==> config.mk <==
export PLATFORM = sky130hd
export DESIGN_NAME = tff_counter_arbiter
export DESIGN_NICKNAME = d
export VERILOG_FILES = /design/src/rtl/tff_counter_arbiter.sv
export SDC_FILE = /design/constraint.sdc
export NUM_CORES = 1
export LEC_CHECK = 0
export CAP_MARGIN = 20
export CORE_ASPECT_RATIO = 0.9
export CORE_MARGIN = 2
export CORE_UTILIZATION = 49
export CTS_BUF_LIST = sky130_fd_sc_hd__clkbuf_8 sky130_fd_sc_hd__clkbuf_16
export DETAILED_ROUTE_END_ITERATION = 10
export GPL_TIMING_DRIVEN = 0
export HOLD_SLACK_MARGIN = 0.15
export PLACE_DENSITY = 0.85
export SLEW_MARGIN = 20
export SYNTH_ARGS = -nofsm -noshare
export SYNTH_HDL_FRONTEND = slang
export SYNTH_SLANG_ARGS = --single-unit
==> constraint.sdc <==
create_clock -name clk -period 3.1 [get_ports clk]
set_input_delay 0.62 -clock clk [delete_from_list [all_inputs] [get_ports clk]]
set_output_delay 0.62 -clock clk [all_outputs]
set_load 0.02 [all_outputs]
==> src/rtl/tff_counter_arbiter.sv <==
// -----------------------------------------------------------------------------
// tff_counter_arbiter
//
// Round-robin arbiter and sequencer that owns a single T-flip-flop up/down
// counter. One requester is granted at a time; its 2-bit op is turned into a
// per-bit toggle vector and committed on one clock edge. The transaction is
// then acknowledged with a one-cycle done pulse.
//
// Handshake: req[i] is level-sensitive and is sampled only in IDLE. Once gnt[i]
// rises the operation is committed; dropping req[i] afterwards does not cancel
// it. op[2i+1:2i] must be stable from gnt[i] rising until done rises. done is
// high for exactly one cycle, and count already holds the new value while it
// is high.
//
// Ports
//   clk        rising-edge clock
//   rst        asynchronous, active-high reset
//   req        per-requester request (N_REQ bits)
//   op         per-requester op, 2 bits each: 00 hold, 01 inc, 10 dec, 11 clear
//   gnt        registered one-hot grant
//   done       one-cycle acknowledge
//   wrap       one-cycle pulse with done on inc from all-ones or dec from zero
//   busy       high whenever the FSM is not in IDLE
//   count      counter value (T flip-flops)
//   dbg_state  FSM state encoding: 0 IDLE, 1 EXEC, 2 ACK
// -----------------------------------------------------------------------------
module tff_counter_arbiter #(
  parameter int N_REQ = 3,
  parameter int WIDTH = 4
) (
  input  logic                 clk,
  input  logic                 rst,
  input  logic [N_REQ-1:0]     req,
  input  logic [2*N_REQ-1:0]   op,
  output logic [N_REQ-1:0]     gnt,
  output logic                 done,
  output logic                 wrap,
  output logic                 busy,
  output logic [WIDTH-1:0]     count,
  output logic [1:0]           dbg_state
);

  localparam int LW = $clog2(N_REQ);

  localparam logic [1:0] OP_HOLD = 2'b00;
  localparam logic [1:0] OP_INC  = 2'b01;
  localparam logic [1:0] OP_DEC  = 2'b10;
  localparam logic [1:0] OP_CLR  = 2'b11;

  typedef enum logic [1:0] {
    IDLE = 2'd0,
    EXEC = 2'd1,
    ACK  = 2'd2
  } state_t;

  state_t            state;
  logic [LW-1:0]     last;

  logic              any_req;
  logic [LW-1:0]     win_idx;
  logic [N_REQ-1:0]  win_oh;
  logic [1:0]        sel_op;
  logic [WIDTH-1:0]  t;
  logic              wrap_next;
  logic              carry;

  // Round-robin search starting at last+1: first scan indices above the
  // pointer, then wrap around to indices at or below it.
  always_comb begin
    any_req = 1'b0;
    win_idx = '0;
    win_oh  = '0;
    for (int i = 0; i < N_REQ; i++) begin
      if (!any_req && req[i] && (i > int'(last))) begin
        any_req   = 1'b1;
        win_idx   = LW'(i);
        win_oh[i] = 1'b1;
      end
    end
    for (int i = 0; i < N_REQ; i++) begin
      if (!any_req && req[i] && (i <= int'(last))) begin
        any_req   = 1'b1;
        win_idx   = LW'(i);
        win_oh[i] = 1'b1;
      end
    end
  end

  // The registered one-hot grant selects the op field of the owner.
  always_comb begin
    sel_op = OP_HOLD;
    for (int i = 0; i < N_REQ; i++) begin
      if (gnt[i]) sel_op = op[2*i +: 2];
    end
  end

  // Toggle vector: bit i toggles when all lower bits are 1 (inc) or all are
  // 0 (dec). The running carry is that prefix AND.
  always_comb begin
    t         = '0;
    wrap_next = 1'b0;
    carry     = 1'b1;
    case (sel_op)
      OP_INC: begin
        for (int i = 0; i < WIDTH; i++) begin
          t[i]  = carry;
          carry = carry & count[i];
        end
        wrap_next = &count;
      end
      OP_DEC: begin
        for (int i = 0; i < WIDTH; i++) begin
          t[i]  = carry;
          carry = carry & ~count[i];
        end
        wrap_next = ~|count;
      end
      OP_CLR:  t = count;
      default: t = '0;
    endcase
  end

  always_ff @(posedge clk or posedge rst) begin
    if (rst) begin
      state <= IDLE;
      last  <= LW'(N_REQ - 1);
      gnt   <= '0;
      done  <= 1'b0;
      wrap  <= 1'b0;
      count <= '0;
    end else begin
      case (state)
        IDLE: begin
          done <= 1'b0;
          wrap <= 1'b0;
          if (any_req) begin
            gnt   <= win_oh;
            last  <= win_idx;
            state <= EXEC;
          end else begin
            gnt <= '0;
          end
        end
        EXEC: begin
          count <= count ^ t;
          done  <= 1'b1;
          wrap  <= wrap_next;
          state <= ACK;
        end
        ACK: begin
          done  <= 1'b0;
          wrap  <= 1'b0;
          gnt   <= '0;
          state <= IDLE;
        end
        default: begin
          done  <= 1'b0;
          wrap  <= 1'b0;
          gnt   <= '0;
          state <= IDLE;
        end
      endcase
    end
  end

  assign busy      = (state != IDLE);
  assign dbg_state = state;

endmodule
## Word-level counts from Yosys, hierarchy flattened

Index checks and enable logic that the tools add are counted.
Widths: inputs -> output; s select.

- Order comparisons: 4
- Eq/ne operators: 5
- Multiplexer cells: 25
- Bitwise operators: 8
- Reductions and logical operators: 18

Operators by type and width:

| operator | number |
|---|---|
| $mux 2 | 8 |
| $mux 1 | 12 |
| $pmux 4 s3 | 1 |
| $logic_and 1x1->1 | 8 |
| $pmux 3 s2 | 1 |
| $logic_not 1->1 | 5 |
| $and 1x1->1 | 4 |
| $eq 2x1->1 const B | 2 |
| $eq 2x2->1 const B | 2 |
| $pmux 2 s2 | 1 |
| $reduce_and 4->1 | 1 |
| $reduce_or 4->1 | 1 |
| $xor 4x4->4 | 1 |
| $mux 3 | 1 |
| $not 1->1 | 3 |
| $gt 1x2->1 const A | 1 |
| $gt 2x2->1 const A | 1 |
| $le 1x2->1 const A | 1 |
| $le 2x2->1 const A | 1 |
| $logic_not 2->1 | 1 |
| $ne 2x2->1 const B | 1 |
| $pmux 1 s2 | 1 |
| $reduce_and 2->1 | 1 |
| $reduce_bool 2->1 | 1 |

- Bits in registers: 13
- Input bits: 11
- Output and inout bits: 12
- Logic and storage cells: 66

## Longest topological paths before layout

- Word-level depth: 20
- Mapped depth: 8
- Gate-level depth less buffers: 8

## Worst setup path before layout

Ideal clock, no wire load.

- Kind: input to register
- Start: input op[2]
- End: register wrap
- Setup time: 0.080 ns
- Arrival: 1.821 ns
- Data required time: 3.020 ns
- Path slack: 1.199 ns
- Stages: 7
- Buffers on the path: 0
- Cells stage by stage: a21oi_1 -> a22o_1 -> ha_1 -> or3b_4 -> nor3_2 -> a31oi_1 -> nor3b_2

- Longest elaborated chain between the ends: 5

RTL lines:

| what | line | source |
|---|---|---|
| start: declaration | 34 | `input logic [2*N_REQ-1:0] op,` |
| $mux 2 (*) (2 in a row) | 93 | `if (gnt[i]) sel_op = op[2*i +: 2];` |
| $eq 2x2->1 / $eq 2x1->1 (equally long branches) | 103 | `case (sel_op)` |
| $pmux 1 s2 (*) | 103 |  |
| $mux 1 (*) | 132 | `case (state)` |
| end signal: assignment | 147 | `wrap <= wrap_next;` |
| end: declaration | 37 | `output logic wrap,` |

Every way passes the cells marked *; elsewhere a longest branch is shown, timed or not.
A chain may end at the register's enable or synchronous reset.

## Worst setup path in the final report

- Start: input op[1]
- End: register count[2]

- Longest elaborated chain between the ends: 6

RTL lines:

| what | line | source |
|---|---|---|
| $mux 2 (*) (3 in a row) | 93 |  |
| $eq 2x2->1 / $eq 2x1->1 (equally long branches) | 103 |  |
| $pmux 4 s3 (*) | 103 |  |
| $xor 4x4->4 (*) | 145 | `count <= count ^ t;` |
| end signal: assignment | 145 |  |
| end: declaration | 39 | `output logic [WIDTH-1:0] count,` |

Marks and branches as above.

==> results.md <==
- Top-count cell post-synth: dfrtp_1
- Hold path depth: 2
- Post-route ant nets: 0
- WS Path Type: primary input to flip-flop
- Vias: 710
- Register-to-Register Path Depth: 6
- EDFF count, synth: 0
- Setup Fix Bufs, Post-CTS: 0
- CTS Root Cell: clkbuf_8
- Met2 Track Usage GR: 29.2%
- Reg2reg setup slack: about 1.1 ns
- GR Overflow Total: 0
- Final setup margin: 0.807 ns
- I/O pins: 23
- DR DRC count: 0
- Global-route wire length before repair: around 2800 um
- Synth area leaders: dfrtp_1 38%, ha_1 6.3%, nor2b_1 5.5%
- Crit path cell chain: clkdlybuf4s50_1, nand3b_1, a21oi_2, ha_1, or3b_4, a21oi_1, xor2_1
- DRT Wirelength: 1690 um
- Die area: 1960 sq um
- Worst clock skew: 0.000481 ns
- Worst-path maximum fanout: 5
- DR iter-0 viols: 19
- WL/cell: 12.9 um
- Post-CTS Resized: 0
- Leakage: 0.000462 uW
- Post-CTS Hold Buffers: 0
- Slowest-stage cell, CP: clkdlybuf4s50_1
- Share of layout cells above drive strength 1: between 10% and 20%
- Fmax: 0.436 GHz
- Yosys top cell area share: 37.8%
- Vias in the first global route: 668
- Final Cycle Share: between 70 and 80%
- PwrDens: 1040 nW/um^2
- Worst IR Drop VDD: 0.000706 V
- Die Width: 46.4 um
- Ys Warns: 0
- RSZ-0062 raised after global routing: false
- Sum Neg Setup Slack: 0 ns
- Count of cell types in the netlist: 31
- Nets: 125
- HP Start: last[1]
- Die Ht: 42.2 um
- Post-Synth XOR/XNOR Area: 1.10%
- Slew HR: 67.7%
- ANT cells: 0
- Sw power: 487 uW
- Initial Util: 53.7%
- Cts bufs inserted: 3
- Main combinational cell family by area after synthesis: simple AND/OR/NAND/NOR gates
- Final core occ: between 70 and 80%
- Post-synthesis mux area share: 3.78%
- Layer with the highest usage: met2
- Sw frac: 43.0%
- Measured slew at the worst slew-check pin: 0.484 ns
- Asr flop ratio synth: 100%
- Non-filler cells, final: roughly 130
- Clock-pin slew on the worst setup and hold paths: 0.06 ns
- Area leader, netlist: dfrtp_1
- Buf/Inv on CP: 1
- Initial antenna violation count: 0
- Mapped Avg Cell Area: approximately 9.6 sq um
- Syn Nets: 98
- Placer congestion estimate: 0.854
- CP max stage delay: 0.46 ns
- Status: completed
- Simple logic cell fraction of the synthesized area: 24.1%
- Compound-cell area share of the yosys netlist: about a fifth
- Comb pwr share: 57.5%
- Hold WC Path Type: flip-flop to flip-flop
- # rows: 13
- Main flop type after synthesis: dfrtp_1
- Sequential share of power: 29.6%
- Worst Setup Start Kind: primary input
- Post-layout min period: 2.29 ns
- Fin. Hold Viols: 0
- Port bufs: 22
- Clock sink count: 13
- Clk network pwr share: 13.0%
- Met1 GRT Util: 28.1%
- Via density: 5.42
- Dpl hpwl: 1230 um
- Synth top cells by count: 12 x dfrtp_1, 8 x a21oi_1, 7 x nor2b_1
- TritonCTS clock tree: done
- Hold EP: last[1]
- Core area: 1480 sq um
- Yosys reg bits: 13
- Synth Cell Area: slightly below 800 sq um
- DR pass1 iterations: 4
- R2r startpoint: gnt[1]
- MaxCap Viol Count: 0
- Critical path endpoint category: flip-flop
- Pint: ~650 uW
- RR Endpoint: count[2]
- Sequential area share after synthesis: 41.1%
- Pre-CTS setup slack: 0.583 ns
- Met3 Use GR: 3.88%
- Fin. max-slew vios: 0
- Inst Count DP: around 130
- Area grow syn2layout: 36.9%
- WP data required: 3.26 ns
- Total GRT Usage: 19.2%
- Mapped Cells: 83
- Post-Synth Adder-Cell Area: 6.30%
- Latest clock arrival within the worst-skew pair: 0.24 ns
- H-tree depth: 1
- CTS max path bufs: 2
- Crit path DAT: 2.45 ns
- Cell family with most CP delay: simple AND/OR/NAND/NOR gates
- Final setup viols: 0
- Largest net degree at the start of global routing: 14
-- how the worst max path moves through the flow --
stage	end	cells past startpoint	startpoint	slack [ns]
floorplan	wrap	7	op[2]	1.20
global placement	count[2]	7	op[1]	0.62
detailed placement	count[2]	7	op[1]	0.58
CTS	count[2]	7	op[1]	0.79
global route	count[2]	7	op[1]	0.70
finish	count[2]	7	op[1]	0.81
-- metal layers --
| layer | share of wire (%) | up-vias |
|---|---|---|
| met2 | 45 | 29 |
| li1 | - | 349 |
| met5 | 0 | - |
| met3 | 6.7 | 0 |
| met4 | 0 | 0 |
| met1 | 48 | 332 |
-- cell families (layout without fill, tap and decap cells) --
kind of cell,after synthesis,count (layout)
simple gates,30,30
compound gates,25,25
flops,13,13
buf+inv,7,33
fa+ha+maj,4,4
mux,3,3
xor+xnor,1,1
-- worst min-delay path: stages (launching register included) --
cell and delay, ns:
dfstp_2 0.40, nand2_1 0.06, o21ai_0 0.07
-- final cells by class --
type	count	area, sq um
Multi-Input combinational cell	63	433
Fill cell	100	393
Sequential cell	13	327
Timing Repair Buffer	22	220
Clock buffer	3	41.3
Tap cell	22	27.5
Inverter	5	18.8
Buffer	2	16.3
Clock inverter	1	3.75
-- power groups by stage --
| stage | Clock (uW) | Combinational [uW] | Sequential, uW |
|---|---|---|---|
| floorplan | 0 | 360 | 391 |
| global placement | 0 | 627 | 332 |
| detailed placement | 0 | 646 | 337 |
| CTS | 150 | 653 | 334 |
| global route | 157 | 715 | 350 |
| finish | 147 | 650 | 335 |
-- metrics by stage --
step / hold slack [ns] / power [uW] / cell area [sq um]
4_1_cts: 0.532 / 1140 / 1090
5_1_grt: 0.576 / 1220 / 1090
3_5_place_dp: 0.524 / 983 / 1040
6_report: 0.534 / 1130 / 1090
2_1_floorplan: 0.495 / 751 / 795
3_3_place_gp: 0.513 / 959 / 1040
-- sequential cells by signal (all words and copies together), names as in the netlist --
register / count
gnt: 3
done: 1
last: 2
wrap: 1
dbg_state: 2
count: 4
-- layout by cell type (no fill, tap or decap), types with 4 or more instances in the layout --
master and instances:
a21oi_1 8, clkdlybuf4s50_1 22, dfrtp_1 12, ha_1 4, inv_1 6, nand2_1 4
nand3b_1 5, nor2_1 4, nor2b_1 7, o21ai_0 6
Note: power is estimated with default switching activity, not from simulation.
